===== config.mk =====
export PLATFORM = sky130hd
export DESIGN_NAME = node_integrator
export DESIGN_NICKNAME = d
export VERILOG_FILES = /design/src/rtl/physics_pkg.sv /design/src/rtl/node_integrator_sat_add.sv /design/src/rtl/node_integrator.sv
export SDC_FILE = /design/constraint.sdc
export NUM_CORES = 1
export LEC_CHECK = 0
export CAP_MARGIN = 5
export CORE_AREA = 2 2 257 259
export DETAILED_ROUTE_END_ITERATION = 10
export DIE_AREA = 0 0 259 261
export GPL_TIMING_DRIVEN = 0
export SETUP_SLACK_MARGIN = 0.4
export SYNTH_ARGS = -nofsm -noshare
export SYNTH_HDL_FRONTEND = slang
export SYNTH_SLANG_ARGS = --single-unit

===== constraint.sdc =====
create_clock -name clk_in -period 5.7 [get_ports clk_in]
set_clock_uncertainty 0.1 [all_clocks]
set_input_delay 0.57 -clock clk_in [delete_from_list [all_inputs] [get_ports clk_in]]
set_output_delay 0.57 -clock clk_in [all_outputs]
set_load 0.05 [all_outputs]

===== src/rtl/physics_pkg.sv =====
// Shared widths, integrator FSM state type and signed saturation helper for the soft-body physics stages.
package physics_pkg;

    localparam int POSITION_SIZE_DEF = 8;
    localparam int VELOCITY_SIZE_DEF = 8;
    localparam int FORCE_SIZE_DEF    = 8;

    typedef enum logic [1:0] {
        IDLE,
        ACCUM,
        DONE
    } integ_state_t;

    // Two guard bits keep any add of the three operand kinds free of overflow before saturation.
    function automatic int sum_width(input int pos_w, input int vel_w, input int frc_w);
        int m;
        m = pos_w;
        if (vel_w > m) m = vel_w;
        if (frc_w > m) m = frc_w;
        return m + 2;
    endfunction

    function automatic logic signed [31:0] sat_signed(input logic signed [31:0] value,
                                                      input int                 width);
        logic signed [31:0] hi;
        logic signed [31:0] lo;
        hi = (32'sd1 <<< (width - 1)) - 32'sd1;
        lo = -hi - 32'sd1;
        if (value > hi)      return hi;
        else if (value < lo) return lo;
        else                 return value;
    endfunction

endpackage


===== src/rtl/node_integrator_sat_add.sv =====
// sat_add: signed a+b formed at SUM_W bits, saturated to OUT_W, with an optional symmetric clamp.
module sat_add
    import physics_pkg::*;
#(
    parameter int A_W       = 8,
    parameter int B_W       = 8,
    parameter int OUT_W     = 8,
    parameter int SUM_W     = 10,
    parameter bit CLAMP_EN  = 1'b0,
    parameter int CLAMP_MAX = 0
) (
    input  logic signed [A_W-1:0]   a_i,
    input  logic signed [B_W-1:0]   b_i,
    output logic signed [OUT_W-1:0] y_o
);

    logic signed [SUM_W-1:0] sum;
    logic signed [31:0]      sat;
    logic signed [31:0]      lim;

    // NOTE: every combinational output gets a value on every path, otherwise a latch is inferred.
    always_comb begin
        sum = SUM_W'(a_i) + SUM_W'(b_i);
        sat = sat_signed(32'(sum), OUT_W);
        lim = sat;
        if (CLAMP_EN) begin
            if (sat > CLAMP_MAX)       lim = CLAMP_MAX;
            else if (sat < -CLAMP_MAX) lim = -CLAMP_MAX;
        end
        y_o = OUT_W'(lim);
    end

endmodule


===== src/rtl/node_integrator.sv =====
// Explicit-Euler soft-body integrator: one force beat per node updates velocity then position.
// Optional velocity clamp to +/-VMAX is enabled by defining NODE_INTEGRATOR_VCLAMP_EN.
module node_integrator
    import physics_pkg::*;
#(
    parameter int NUM_NODES     = 10,
    parameter int POSITION_SIZE = POSITION_SIZE_DEF,
    parameter int VELOCITY_SIZE = VELOCITY_SIZE_DEF,
    parameter int FORCE_SIZE    = FORCE_SIZE_DEF,
    parameter int DT_SHIFT      = 2,
    parameter int POS_SHIFT     = 0,
    parameter int GRAVITY       = -4,
    parameter int VMAX          = 100
) (
    input  logic                                              clk_in,
    input  logic                                              rst_in,
    input  logic                                              init_valid,
    input  logic [1:0][NUM_NODES-1:0][POSITION_SIZE-1:0]      init_nodes,
    input  logic [1:0][NUM_NODES-1:0][VELOCITY_SIZE-1:0]      init_velocities,
    input  logic                                              step_start,
    input  logic signed [FORCE_SIZE-1:0]                      force_x_in,
    input  logic signed [FORCE_SIZE-1:0]                      force_y_in,
    input  logic                                              force_valid_in,
    output logic [1:0][NUM_NODES-1:0][POSITION_SIZE-1:0]      nodes_out,
    output logic [1:0][NUM_NODES-1:0][VELOCITY_SIZE-1:0]      velocities_out,
    output logic                                              busy_out,
    output logic                                              output_valid,
    output logic                                              err_out
);

    localparam int SUM_W = sum_width(POSITION_SIZE, VELOCITY_SIZE, FORCE_SIZE);
    localparam int IDX_W = (NUM_NODES > 1) ? $clog2(NUM_NODES) : 1;
    localparam logic signed [SUM_W-1:0] GRAV_EXT = SUM_W'(GRAVITY);
`ifdef NODE_INTEGRATOR_VCLAMP_EN
    localparam bit VCLAMP_EN = 1'b1;
`else
    localparam bit VCLAMP_EN = 1'b0;
`endif

    integ_state_t                                   state_q;
    logic [IDX_W-1:0]                               idx_q;
    logic [1:0][NUM_NODES-1:0][POSITION_SIZE-1:0]   pos_q;
    logic [1:0][NUM_NODES-1:0][VELOCITY_SIZE-1:0]   vel_q;
    logic                                           valid_q;
    logic                                           busy_q;
    logic                                           err_q;

    logic signed [SUM_W-1:0]         dvx, dvy;
    logic signed [VELOCITY_SIZE-1:0] vx_cur, vy_cur, vx_d, vy_d, dpx, dpy;
    logic signed [POSITION_SIZE-1:0] px_cur, py_cur, px_d, py_d;

    assign vx_cur = vel_q[0][idx_q];
    assign vy_cur = vel_q[1][idx_q];
    assign px_cur = pos_q[0][idx_q];
    assign py_cur = pos_q[1][idx_q];
    assign dvx    = SUM_W'(force_x_in) >>> DT_SHIFT;
    assign dvy    = (SUM_W'(force_y_in) + GRAV_EXT) >>> DT_SHIFT;
    // Position integrates the already saturated (and clamped) velocity that is about to be stored.
    assign dpx    = vx_d >>> POS_SHIFT;
    assign dpy    = vy_d >>> POS_SHIFT;

    sat_add #(.A_W(VELOCITY_SIZE), .B_W(SUM_W), .OUT_W(VELOCITY_SIZE), .SUM_W(SUM_W),
              .CLAMP_EN(VCLAMP_EN), .CLAMP_MAX(VMAX))
        u_vel_x (.a_i(vx_cur), .b_i(dvx), .y_o(vx_d));
    sat_add #(.A_W(VELOCITY_SIZE), .B_W(SUM_W), .OUT_W(VELOCITY_SIZE), .SUM_W(SUM_W),
              .CLAMP_EN(VCLAMP_EN), .CLAMP_MAX(VMAX))
        u_vel_y (.a_i(vy_cur), .b_i(dvy), .y_o(vy_d));
    sat_add #(.A_W(POSITION_SIZE), .B_W(VELOCITY_SIZE), .OUT_W(POSITION_SIZE), .SUM_W(SUM_W),
              .CLAMP_EN(1'b0), .CLAMP_MAX(0))
        u_pos_x (.a_i(px_cur), .b_i(dpx), .y_o(px_d));
    sat_add #(.A_W(POSITION_SIZE), .B_W(VELOCITY_SIZE), .OUT_W(POSITION_SIZE), .SUM_W(SUM_W),
              .CLAMP_EN(1'b0), .CLAMP_MAX(0))
        u_pos_y (.a_i(py_cur), .b_i(dpy), .y_o(py_d));

    // NOTE: state is written with non-blocking assignments so every register samples pre-edge values.
    always_ff @(posedge clk_in) begin
        if (rst_in) begin
            // NOTE: the node arrays are reset because they drive the outputs directly.
            state_q <= IDLE;
            idx_q   <= '0;
            pos_q   <= '0;
            vel_q   <= '0;
            valid_q <= 1'b0;
            busy_q  <= 1'b0;
            err_q   <= 1'b0;
        end else begin
            valid_q <= 1'b0;
            unique case (state_q)
                IDLE: begin
                    if (force_valid_in) err_q <= 1'b1;
                    if (init_valid) begin
                        pos_q <= init_nodes;
                        vel_q <= init_velocities;
                    end
                    if (step_start) begin
                        idx_q   <= '0;
                        state_q <= ACCUM;
                        busy_q  <= 1'b1;
                    end
                end
                ACCUM: begin
                    if (force_valid_in) begin
                        vel_q[0][idx_q] <= vx_d;
                        vel_q[1][idx_q] <= vy_d;
                        pos_q[0][idx_q] <= px_d;
                        pos_q[1][idx_q] <= py_d;
                        if (idx_q == IDX_W'(NUM_NODES - 1)) begin
                            state_q <= DONE;
                            valid_q <= 1'b1;
                        end else begin
                            idx_q <= idx_q + IDX_W'(1);
                        end
                    end
                end
                DONE: begin
                    if (force_valid_in) err_q <= 1'b1;
                    state_q <= IDLE;
                    busy_q  <= 1'b0;
                end
                default: state_q <= IDLE;
            endcase
        end
    end

    assign nodes_out      = pos_q;
    assign velocities_out = vel_q;
    assign busy_out       = busy_q;
    assign output_valid   = valid_q;
    assign err_out        = err_q;

endmodule

==> results.json, run 1 <==
{
  "outcome": "finished, violations left",
  "violations": "max-capacitance violations, max-slew violations, negative setup slack",
  "cts_hold_buf": 0,
  "grt_pass1_wl_mm": 186,
  "dpl.hpwl_mm": 102,
  "die-area_um2": 67600,
  "finalMaxSlewViolations": 22,
  "synth_nets": 2562,
  "drc": 0,
  "insertion_delay_ps": 600,
  "crit_family": "compound AO/OA/AOI/OAI gates",
  "seq_area_um2": 6590,
  "fin_setup_tns_ps": -13220,
  "die_x_um": 259,
  "die_h_um": 261,
  "path_cells": "buf_12, clkbuf_16, buf_4, mux4_2, mux2i_1, o22ai_2, ha_1, o21ai_0, nor2_2, a41oi_2, buf_4, xnor2_4, maj3_2, buf_12, ha_4, fa_2, a211o_1, a211oi_2, o21a_1, a21oi_4, maj3_2, a221oi_2, nor3_1",
  "ys_seq_elements": 329,
  "grt_max_degree": 12,
  "cp.arrival_ps": 6330,
  "final_common_cell": "clkdlybuf4s50_1",
  "critPathMaxStageDelay_ps": 590,
  "routed_wl_mm": 140,
  "routabilityCongestion": 1.01,
  "async_reset_ff_share_pct": 0,
  "cp.required_ps": 6030,
  "synthTopCellsByArea": "dfxtp_1, a221oi_1, mux4_2",
  "htreeDepth": 2,
  "endpoint_kind": "register",
  "syn_area_um2": 18900,
  "wl_per_cell_um": 35.9,
  "hold_path_class": "register to register",
  "critPathBufInv": 5,
  "ys_types": 67,
  "start_kind": "register",
  "pwr_density_cell_nw_per_um2": 459,
  "rsz0062_at_grt": "true",
  "critPathKind": "register to register",
  "tightest_slew_ps": 1560,
  "synth_seq_area_share_pct": 34.9,
  "firstDrtPassIters": 8,
  "grt_pass1_vias": 23965,
  "num-fill-cells": 6179,
  "first_iter_violations": 3362,
  "fmax_ghz": 0.167,
  "core_area_um2": 65000,
  "cts_root_buffer": "clkbuf_16",
  "yosys_warnings": 0,
  "io_pins": 664,
  "nNetsFinal": 3387,
  "netlist_instances": 2180,
  "layout-drive-gt1-share_pct": 18.9,
  "mostFrequentLayoutCells": "clkdlybuf4s50_1, nor2_1, dfxtp_1",
  "post-route-cell-area_um2": 31000,
  "synth-main-ff-cell": "dfxtp_1",
  "yosysTopAreaCellShare_pct": 34.9,
  "post_dp_cell_area_um2": 26700,
  "antenna_found_initial": 10,
  "port-buffer-count": 658,
  "ant_nets": 0,
  "multiInputGateArea_um2": 12800,
  "maxCapViolations": 2,
  "vias": 24950,
  "p_leak_nw": 10.9,
  "postSynthAreaPerCell_um2": 8.66,
  "critPathMaxFanout": 8,
  "overflow": 0,
  "hold_ws_ps": 384,
  "clk_pin_slew_ps": 70,
  "row_count": 94,
  "start_util_pct": 29.0,
  "cts_tree": "done",
  "finalSetupViolCount": 88,
  "hold_viol": 0,
  "ir_drop_mv": 0.310,
  "yosysTopAreaCell": "dfxtp_1",
  "fin_ws_ps": -294,
  "grtUsageTotal_pct": 39.3,
  "numCtsBuffers": 42,
  "clockBufferDepth": 3,
  "finalCritPeriodShare_pct": 105,
  "viasPerCell": 6.39,
  "cts_sinks": 329,
  "period_needed_ps": 5990,
  "synth-edff-count": 0,
  "cp_slowest_cell": "mux4_2",
  "syn2layout_area_growth_pct": 64.3,
  "slew_headroom_pct": -4.28
}
## tightest hold or removal path: stages, from the launching register on
cell	delay, ps
dfxtp_1	330
a21oi_1	50
nor2_1	70
## cell families (layout without fill, tap and decap cells)
family                     after synthesis  in the layout  synth area share, %
AOI/OAI and AO/OA                      605            607                 25.3
xor gates and xnor gates                23             23                 1.11
adders and majority gates               61             68                 4.06
buffers and inverters                  265           1110                 5.73
DFF                                    329            329                 34.9
muxes                                  129            129                 11.1
other                                    0              3                    0
and+or+nand+nor                        768            769                 17.9
## cell usage after synthesis (3+ instances only)
library cell,count
clkbuf_1,172
or3_1,3
nor3_1,226
o32ai_1,30
ha_1,37
xnor2_1,11
buf_1,24
dfxtp_1,329
o21a_1,21
and3_1,13
nor3b_1,10
a311oi_1,19
o21ai_0,44
a221oi_1,176
nand2_1,95
a32oi_1,20
mux2i_1,65
fa_1,4
mux4_2,64
o2111ai_1,11
xor2_1,11
nand4_1,11
a211oi_1,32
maj3_2,18
a31oi_1,11
a21o_1,10
a2bb2oi_1,3
buf_2,25
o211ai_1,7
o22ai_1,35
nor2b_1,12
o31ai_2,7
a221oi_2,27
nand2b_1,5
inv_1,36
nor2_1,357
o21ai_1,4
a21oi_1,102
buf_6,7
nand3_1,30
a22oi_1,21
## flip-flops by register name, indices dropped and copies added (netlist names)
register	count
velocities_out	160
output_valid	1
busy_out	1
nodes_out	160
state_q	2
idx_q	4
err_out	1
## stage by stage
step / util (%) / cells / setup slack (ps) / power (mW)
after floorplan: - / 2180 / 423 / 6.46
after global placement: 41.1 / 3702 / -1280 / 8.78
after detailed placement: 41.1 / 3703 / -1380 / 8.83
after CTS: 46.6 / 3873 / -83.0 / 13.5
after global routing: 47.7 / 3902 / -406 / 14.5
final: 47.7 / 3902 / -294 / 14.2
## cell type report
class | count | area share [%]
Multi-Input combinational cell | 1596 | 41.2
Timing Repair Buffer | 771 | 25.0
Sequential cell | 329 | 21.2
Buffer | 229 | 4.27
Clock buffer | 63 | 3.98
Tap cell | 864 | 3.48
Inverter | 36 | 0.436
Clock inverter | 11 | 0.379
Antenna cell | 3 | 0.0242
## where the power goes
group,internal [mW],switching (mW),leakage [nW],total (mW)
registers,2.58,0.298,2.72,2.87
clock network,1.59,1.17,0.657,2.76
logic,3.30,5.31,7.55,8.62
total,7.46,6.78,10.9,14.2
## routing by layer
| layer | vias up | share of wire (%) | global-route usage (%) |
|---|---|---|---|
| li1 | 10040 | - | - |
| met1 | 12210 | 36 | 47.3 |
| met2 | 2125 | 44 | 62.1 |
| met3 | 565 | 13 | 12.4 |
| met4 | 10 | 7.0 | 22.6 |
| met5 | - | 0.042 | 0 |
## final timing paths
kind / startpoint / to / slack [ps] / depth (start not counted)
worst max-delay path: idx_q[0] / nodes_out[132] / -290 / 23
worst min-delay path: err_out / err_out / 380 / 2
worst max register to register: idx_q[0] / nodes_out[132] / -290 / 23
worst min register to register: err_out / err_out / 380 / 2
## repair_timing
| action | 4_1_cts | 5_1_grt |
|---|---|---|
| gates resized for setup | 277 | 85 |
| cloned | 12 | 2 |
| setup buffers | 84 | 23 |
| setup endpoints to repair | 160 | 160 |
| pin swaps | 202 | 96 |
Note: power is estimated with default switching activity, not from simulation.
==> run 2, diff against run 1 <==
--- a/config.mk
+++ b/config.mk
@@ -10,6 +10,7 @@
 export DETAILED_ROUTE_END_ITERATION = 10
 export DIE_AREA = 0 0 259 261
 export GPL_TIMING_DRIVEN = 0
+export REMOVE_ABC_BUFFERS = 1
 export SETUP_SLACK_MARGIN = 0.4
 export SYNTH_ARGS = -nofsm -noshare
 export SYNTH_HDL_FRONTEND = slang
==> run 2 against run 1 <==
Effect of this change: the flow now finishes without violations; sequential cell count did not move; die area did not move; cell area is 1.6% higher; non-clock buffer count decreased by 164; register-to-register slack improved by 310 ps; sequential share of layout area shrank 0.30 points; clock power is 4% lower; total power down 3.5%; via count is 6.7% lower; critical path depth decreased by 3.
==> results.json, run 2 (synthesis gave the netlist of run 1 again) <==
{
  "outcome": "completed",
  "cts_tree": "done",
  "clockBufferDepth": 3,
  "ir_drop_mv": 0.331,
  "io_pins": 664,
  "grt_pass1_wl_mm": 159,
  "r2r_slack_ps": 20,
  "port-buffer-count": 659,
  "start_kind": "register",
  "p_total_mw": 13.7,
  "fin_ws_ps": 15.7,
  "mostFrequentLayoutCells": "clkdlybuf4s50_1, nor2_1, dfxtp_1",
  "vias": 23285,
  "p_sw_share_pct": 46.8,
  "htreeDepth": 2,
  "syn2layout_area_growth_pct": 67.0,
  "rsz0062_at_grt": "true",
  "p_comb_share_pct": 60.1,
  "viasPerCell": 6.22,
  "slew_headroom_pct": 5.02,
  "tightest_slew_ps": 1420,
  "maxCapViolations": 0,
  "finalSetupViolCount": 0,
  "nNetsFinal": 3227,
  "insertion_delay_ps": 580,
  "final_common_cell": "clkdlybuf4s50_1",
  "dpl.cell_count": 3519,
  "pwr_density_cell_nw_per_um2": 436,
  "start_util_pct": 29.0,
  "finalMaxSlewViolations": 0,
  "clk_pin_slew_ps": 70,
  "hold_viol": 0,
  "p_leak_nw": 11.0,
  "cp.arrival_ps": 6000,
  "overflow": 0,
  "fmax_ghz": 0.176,
  "routed_wl_mm": 116,
  "drc": 0,
  "routabilityCongestion": 0.893,
  "grtUsageTotal_pct": 32.0,
  "power.share.sequential_pct": 20.6,
  "p_sw_mw": 6.44,
  "cts_hold_buf": 0,
  "grt_max_degree": 143,
  "finalCritPeriodShare_pct": 99.7,
  "layout-drive-gt1-share_pct": 23.1,
  "first_iter_violations": 2909,
  "post-place-ws_ps": -2110,
  "dpl.hpwl_mm": 77.7,
  "ant_nets": 0,
  "intPower_mw": 7.31,
  "die_x_um": 259,
  "die-area_um2": 67600,
  "wl_per_cell_um": 31.0,
  "fin_util_pct": 48.5,
  "endpoint_kind": "register",
  "cts_root_buffer": "clkbuf_16",
  "die_h_um": 261,
  "critPathMaxFanout": 19,
  "pwr-share-clk_pct": 19.3,
  "fin_cells": 3744,
  "firstDrtPassIters": 9,
  "grt_pass1_vias": 22661,
  "cts_sinks": 329,
  "critPathKind": "register to register",
  "period_needed_ps": 5680,
  "antenna_found_initial": 13,
  "cp.required_ps": 6010,
  "numCtsBuffers": 43,
  "hold_path_class": "input pin to register",
  "row_count": 94,
  "core_area_um2": 65000
}
## run 2: changes by cell type in the layout (fill, tap and decap cells not counted), moves of 11 or more
| cell | delta |
|---|---|
| buf_16 | +16 |
| nand2_2 | +11 |
| nand2_1 | -11 |
| clkbuf_1 | -158 |
| a21oi_1 | -12 |
| buf_2 | -14 |
| buf_1 | -13 |
| a21oi_4 | +11 |
| buf_12 | +20 |
| buf_6 | -14 |
## run 2: layer usage
| layer | up-vias | global-route usage (%) | part of all wire, % |
|---|---|---|---|
| met5 | - | 0 | 0.035 |
| met4 | 6 | 17.4 | 5.9 |
| met3 | 405 | 8.42 | 11 |
| met2 | 1747 | 51.1 | 46 |
| met1 | 11402 | 39.5 | 37 |
| li1 | 9725 | - | - |
## run 2: worst paths after layout
path | start | endpoint | cells after the start
setup / recovery | idx_q[2] | nodes_out[115] | 20
hold / removal | rst_in | nodes_out[38] | 2
setup reg to reg | idx_q[2] | nodes_out[115] | 20
hold reg to reg | err_out | err_out | 2
## run 2: layout make-up
cell class	instances	area (um^2)
multi-input combinational	1599	13300
antenna	11	27.5
timing repair buffer	836	9070
inverter	36	146
sequential	329	6600
tap	864	1080
clock inverter	8	68.8
fill	5839	33500
clock buffer	61	1220
## run 2: worst max-delay path, stage by stage (launching register included)
cell	delay [ps]
dfxtp_4	650
nor2_1	140
nand2_4	310
buf_16	230
o22ai_2	170
ha_4	200
fa_2	350
a211oi_2	180
o21bai_1	120
a21oi_2	240
a21oi_4	140
maj3_2	370
ha_4	190
fa_2	350
a211o_1	310
a211oi_2	240
o21a_1	220
a21oi_4	100
maj3_2	450
a221oi_2	330
nor3_1	80
## run 2: timing repair
action                                  CTS  global route
endpoints found under the hold margin     0             0
cloned                                   17             3
buffers inserted                         97            27
pin swaps                               178           126
gates resized for setup                 207           141
endpoints found under the setup margin  181           160
## run 2: metrics by stage
step / hold slack [ps] / instance area (um^2) / TNS, ps
after floorplan: 447 / 17900 / -953300
after global placement: 365 / 25600 / -2823360
after detailed placement: 367 / 26900 / -296080
after CTS: 342 / 30400 / 0
after global routing: 389 / 31500 / -823
final: 384 / 31500 / 0
## run 2: power groups by stage
stage / clock network [mW] / registers (mW) / logic (mW)
detailed placement: 0 / 2.88 / 5.56
finish: 2.65 / 2.83 / 8.26
global route: 2.75 / 2.85 / 8.50
global placement: 0 / 2.89 / 5.44
floorplan: 0 / 3.75 / 2.49
CTS: 2.67 / 2.82 / 7.29
